## src/rtl/spi_pkg.sv

```systemverilog
// Shared constants and FSM encoding for the SPI slave.
package spi_pkg;

  localparam int DATA_W_DEF    = 8;
  localparam int SCLK_HALF_MIN = 3;

  typedef enum logic [1:0] {
    IDLE  = 2'd0,
    LOAD  = 2'd1,
    SHIFT = 2'd2
  } state_t;

endpackage

```

## src/rtl/spi_pin_sync.sv

```systemverilog
// Multi-flop synchroniser for one asynchronous pin plus rise/fall detection.
// Level lags the pin by STAGES clk; edges are one-cycle pulses aligned with level.
module spi_pin_sync #(
  parameter int STAGES = 2
) (
  input  logic clk,
  input  logic rst,
  input  logic din,
  output logic level,
  output logic rise,
  output logic fall
);

  logic [STAGES-1:0] sync_q;
  logic              dly_q;

  // Reset to 0 so a cs already held low through reset never looks like a new frame.
  always_ff @(posedge clk) begin
    if (rst) begin
      sync_q <= '0;
      dly_q  <= 1'b0;
    end else begin
      sync_q <= {sync_q[STAGES-2:0], din};
      dly_q  <= sync_q[STAGES-1];
    end
  end

  assign level = sync_q[STAGES-1];
  assign rise  = sync_q[STAGES-1] & ~dly_q;
  assign fall  = ~sync_q[STAGES-1] & dly_q;

endmodule

```

## src/rtl/spi_slave_rx_tx.sv

```systemverilog
// Mode-0 SPI slave: MOSI bytes to rx_data/rx_valid, holding-register byte out on MISO (SPI_SLAVE_ECHO_EN: resend last rx byte when empty).
// Pins see SYNC_STAGES+1 clk of latency; tx_load is refused while tx_ready is low.
module spi_slave_rx_tx
  import spi_pkg::*;
#(
  parameter int DATA_W      = DATA_W_DEF,
  parameter int SYNC_STAGES = 2
) (
  input  logic              clk,
  input  logic              rst,
  input  logic              cs,
  input  logic              sclk,
  input  logic              mosi,
  output logic              miso,
  input  logic [DATA_W-1:0] tx_data,
  input  logic              tx_load,
  output logic              tx_ready,
  output logic [DATA_W-1:0] rx_data,
  output logic              rx_valid,
  output logic              busy
);

  localparam int              CNT_W = $clog2(DATA_W);
  localparam logic [CNT_W-1:0] LAST = CNT_W'(DATA_W - 1);

  logic cs_s, cs_rise, cs_fall;
  logic sclk_s_unused, sclk_rise, sclk_fall;
  logic mosi_s, mosi_rise_unused, mosi_fall_unused;
  logic cs_s_unused;

  spi_pin_sync #(.STAGES(SYNC_STAGES)) u_cs_sync (
    .clk   (clk),
    .rst   (rst),
    .din   (cs),
    .level (cs_s),
    .rise  (cs_rise),
    .fall  (cs_fall)
  );

  spi_pin_sync #(.STAGES(SYNC_STAGES)) u_sclk_sync (
    .clk   (clk),
    .rst   (rst),
    .din   (sclk),
    .level (sclk_s_unused),
    .rise  (sclk_rise),
    .fall  (sclk_fall)
  );

  spi_pin_sync #(.STAGES(SYNC_STAGES)) u_mosi_sync (
    .clk   (clk),
    .rst   (rst),
    .din   (mosi),
    .level (mosi_s),
    .rise  (mosi_rise_unused),
    .fall  (mosi_fall_unused)
  );

  assign cs_s_unused = cs_s;

  state_t            state;
  logic [CNT_W-1:0]  bit_cnt;
  logic              byte_done;
  logic [DATA_W-1:0] tx_sr;
  logic [DATA_W-1:0] rx_sr;
  logic [DATA_W-1:0] hold_q;
  logic [DATA_W-1:0] empty_fill;
  logic [DATA_W-1:0] tx_next;
  logic [DATA_W-1:0] rx_shifted;
  logic              hold_take;

`ifdef SPI_SLAVE_ECHO_EN
  assign empty_fill = rx_data;
`else
  assign empty_fill = '0;
`endif

  assign hold_take  = (state == LOAD) && !cs_rise && !tx_ready;
  assign tx_next    = tx_ready ? empty_fill : hold_q;
  assign rx_shifted = {rx_sr[DATA_W-2:0], mosi_s};

  always_ff @(posedge clk) begin
    if (rst) begin
      state     <= IDLE;
      bit_cnt   <= '0;
      byte_done <= 1'b0;
      tx_sr     <= '0;
      rx_sr     <= '0;
      hold_q    <= '0;
      tx_ready  <= 1'b1;
      rx_data   <= '0;
      rx_valid  <= 1'b0;
      miso      <= 1'b0;
      busy      <= 1'b0;
    end else begin
      rx_valid <= 1'b0;

      // A load arriving while LOAD drains the register refills it straight away.
      if (tx_load && (tx_ready || hold_take)) begin
        hold_q   <= tx_data;
        tx_ready <= 1'b0;
      end else if (hold_take) begin
        tx_ready <= 1'b1;
      end

      if (cs_rise) begin
        state     <= IDLE;
        miso      <= 1'b0;
        busy      <= 1'b0;
        bit_cnt   <= '0;
        byte_done <= 1'b0;
      end else begin
        case (state)
          IDLE: begin
            miso <= 1'b0;
            busy <= 1'b0;
            if (cs_fall) state <= LOAD;
          end
          LOAD: begin
            tx_sr     <= tx_next;
            miso      <= tx_next[DATA_W-1];
            bit_cnt   <= '0;
            byte_done <= 1'b0;
            busy      <= 1'b1;
            state     <= SHIFT;
          end
          SHIFT: begin
            if (sclk_rise) begin
              rx_sr <= rx_shifted;
              if (bit_cnt == LAST) begin
                rx_data   <= rx_shifted;
                rx_valid  <= 1'b1;
                bit_cnt   <= '0;
                byte_done <= 1'b1;
              end else begin
                bit_cnt <= bit_cnt + 1'b1;
              end
            end else if (sclk_fall) begin
              // The falling edge after a full byte reloads instead of shifting.
              if (byte_done) begin
                byte_done <= 1'b0;
                state     <= LOAD;
              end else begin
                tx_sr <= {tx_sr[DATA_W-2:0], 1'b0};
                miso  <= tx_sr[DATA_W-2];
              end
            end
          end
          default: state <= IDLE;
        endcase
      end
    end
  end

endmodule

```

## config.mk

```make
export PLATFORM = sky130hd
export DESIGN_NAME = spi_slave_rx_tx
export DESIGN_NICKNAME = d
export VERILOG_FILES = /design/src/rtl/spi_pkg.sv /design/src/rtl/spi_pin_sync.sv /design/src/rtl/spi_slave_rx_tx.sv
export SDC_FILE = /design/constraint.sdc
export NUM_CORES = 1
export LEC_CHECK = 0
export BUFFER_PORTS_ARGS = -buffer_cell sky130_fd_sc_hd__buf_2
export CORE_MARGIN = 2
export CORE_UTILIZATION = 45
export DETAILED_ROUTE_END_ITERATION = 7
export PLACE_DENSITY = 0.7
export SLEW_MARGIN = 25
export SYNTH_ARGS = -nofsm -noshare
export SYNTH_HDL_FRONTEND = slang
export SYNTH_SLANG_ARGS = --single-unit
```

## constraint.sdc

```tcl
create_clock -name clk -period 2.5 [get_ports clk]
set_clock_uncertainty 0.1 [all_clocks]
set_input_delay 0.125 -clock clk [delete_from_list [all_inputs] [get_ports clk]]
set_output_delay 0.125 -clock clk [all_outputs]
set_load 0.01 [all_outputs]
```

==> metrics.yaml <==
synth_cell_types: 28
grt_pass1_vias: 1477
worstPathArrival_ns: 2.10
finalMaxSlewViolations: 0
finalWirelength_mm: 3.51
worstPathCellList: "inv_1 -> ha_1 -> nor2b_1 -> a221oi_1 -> mux2i_1 -> nor2_1"
fill_cells: 408
grt_setup_unrepaired: "no"
maxCapViolations: 0
hold_viol_final: 0
worst-path-buf-inv: 1
worst_setup_path_start_kind: "flop"
final_util: 0.563
grt_max_degree: 31
dp.cells: 282
placeableCoreArea_sq_mm: 0.00441
clk_pin_slew_ns: 0.09
root_buffer: "clkbuf_8"
io_buffer_count: 25
final_cell_mix: "dfxtp_1 (48), nor2_1 (35), mux2i_1 (28)"
num-nets-final: 274
gp_congestion: 0.817
p_sw_uw: 394
synthArstFlopShare: 0
dieArea_sq_mm: 0.00524
drt_pass1_iterations: 4
finalSetupTns_ns: 0
placed_cell_area_sq_mm: 0.00227
cts_tree: "built"
power_density_mw_per_mm2: 602
finalSetupViolCount: 0
postRouteAntennaNets: 0
combPwrFrac: 0.132
synth_edf_count: 0
design_area_sq_mm: 0.00248
hp-class: "in -> reg"
syn_avg_cell_area_sq_um: 9.87
fin_crit_sh: 0.809
synth_flop_cell: "dfxtp_1"
cts_buffers: 5
synth.top_cell.area_share: 0.457
crit_type: "reg -> reg"
clk_latency_ns: 0.30
final_layout_size_suffix_gt1_frac: 0.184
grt_pass1_wl_mm: 6.40
initial_core_util: 0.476
hold_ws_ns: 0.128
worstPathMaxFanout: 11
clock_sinks: 48
io_pins: 26
die_y_microns: 72.4
avgViaCountPerCell: 4.90
end_kind: "flop"
multiInputGateArea_sq_mm: 0.00106
synthCells: 213
dp_hpwl_mm: 2.35
post_cts_buffers: 0
synthTopCellsByArea: "dfxtp_1 (46%), mux2i_1 (13%), ha_1 (6.5%), nor2_1 (6.2%), nand2b_1 (5.7%)"
ys_ff_latch: 48
regArea_sq_um: 961
drc: 0
status: "complete, no violations"
max_slew_margin: 0.645
seq_power_share: 0.551
dr.first_iter.drc_count: 67
clockPowerShare: 0.316
synthToLayoutAreaGrowth_pct: 18.1
cellLeakagePower_uw: 0.000978
syn_area_sq_mm: 0.00210
fp.dieW_microns: 72.4
antenna_cells: 0
cts_max_path_buffers: 2
final_cells: 302
clock.fmax_mhz: 495
slowest_stage: "a221oi_1"
layout_commonest_cell: "dfxtp_1"
htree_levels: 2
grt_use_total: 0.150
overflow: 0
yosysWarningCount: 0
num_rows: 24
crit_family: "compound AO/OA/AOI/OAI gates"
r2r_slack_ns: 0.48
synth.yosys.seq_area_share: 0.457
antenna_found_initial: 0
vdd_drop_max_mv: 0.292
num_vias: 1479
critPathMaxStageDelay_ns: 0.44
internal_power_uw: 1100
synth_top_area_cell: "dfxtp_1"
wl_per_cell_microns: 11.6
syn_nets: 238
finalCriticalPeriod_ns: 2.02
swShare: 0.264
worstMarginPinSlew_ns: 0.532
cp.required_ns: 2.58
[area by class of cell]
cell class,count,share of cell area
Clock buffer,5,0.0277
Clock inverter,3,0.0101
Inverter,6,0.00906
Multi-Input combinational cell,146,0.426
Sequential cell,48,0.387
Tap cell,52,0.0262
Timing Repair Buffer,42,0.114
[path summary, 6_finish.rpt]
kind,to,cells after the start,start
max,state[0]$_SDFFE_PP0P_,6,state[0]$_SDFFE_PP0P_
min reg2reg,u_cs_sync.sync_q[1]$_SDFF_PP0_,1,u_cs_sync.sync_q[0]$_SDFF_PP0_
max reg2reg,state[0]$_SDFFE_PP0P_,6,state[0]$_SDFFE_PP0P_
min,tx_ready$_SDFFE_PP1P_,2,rst
[Yosys cell counts, types with 3 or more instances]
master,n
dfxtp_1,48
nor2_1,35
mux2i_1,28
nand2b_1,19
a21oi_1,12
ha_1,11
nor2b_1,10
clkbuf_1,9
nor3b_1,8
inv_1,6
a211oi_2,4
a211oi_1,3
buf_2,3
nand2_1,3
[power groups by stage]
stage | Combinational [uW] | Sequential (uW) | Clock (uW)
floorplan | 149 | 837 | 0
global placement | 180 | 842 | 0
detailed placement | 184 | 843 | 0
CTS | 199 | 825 | 489
global route | 222 | 831 | 524
finish | 198 | 825 | 473
[metal layers]
layer,GRT usage,vias to the layer above,wire [microns]
li1,-,784,-
met2,0.241,17,1570
met1,0.203,676,1820
met3,0.0292,2,83
met5,0,-,0
met4,0.0440,0,27
[sequential cells by signal, indices dropped and copies added (netlist names), 2 cells and up]
name and count:
tx_sr 7, rx_sr 7, u_sclk_sync.sync_q 2, bit_cnt 3, hold_q 8, rx_data 8
state 2, u_mosi_sync.sync_q 2, u_cs_sync.sync_q 2
[logic make-up after synthesis]
| group | synth area share |
|---|---|
| adders and majority gates | 0.0654 |
| AOI/OAI and AO/OA | 0.0934 |
| buffers and inverters | 0.0393 |
| DFF | 0.457 |
| muxes | 0.133 |
| and+or+nand+nor | 0.212 |
[through the flow]
step	power (uW)	setup WS, ns
2_1_floorplan	986	0.663
3_3_place_gp	1020	0.555
3_5_place_dp	1030	0.499
4_1_cts	1510	0.477
5_1_grt	1580	0.274
6_report	1500	0.478
[what timing repair did]
item	CTS	global route
hold buffers	12	0
hold endpoints to repair	12	0
gates resized for setup	0	0
[worst reg2reg max path, delay by kind of cell, from the launching register on]
| family | cells | cell delay [ns] |
|---|---|---|
| AO/OA/AOI/OAI | 1 | 0.44 |
| adder cells (fa/ha/maj) | 1 | 0.35 |
| buffers and inverters | 1 | 0.10 |
| flip-flops | 1 | 0.40 |
| multiplexers | 1 | 0.26 |
| AND/OR/NAND/NOR | 2 | 0.24 |
Note: power is estimated with default switching activity, not from simulation.
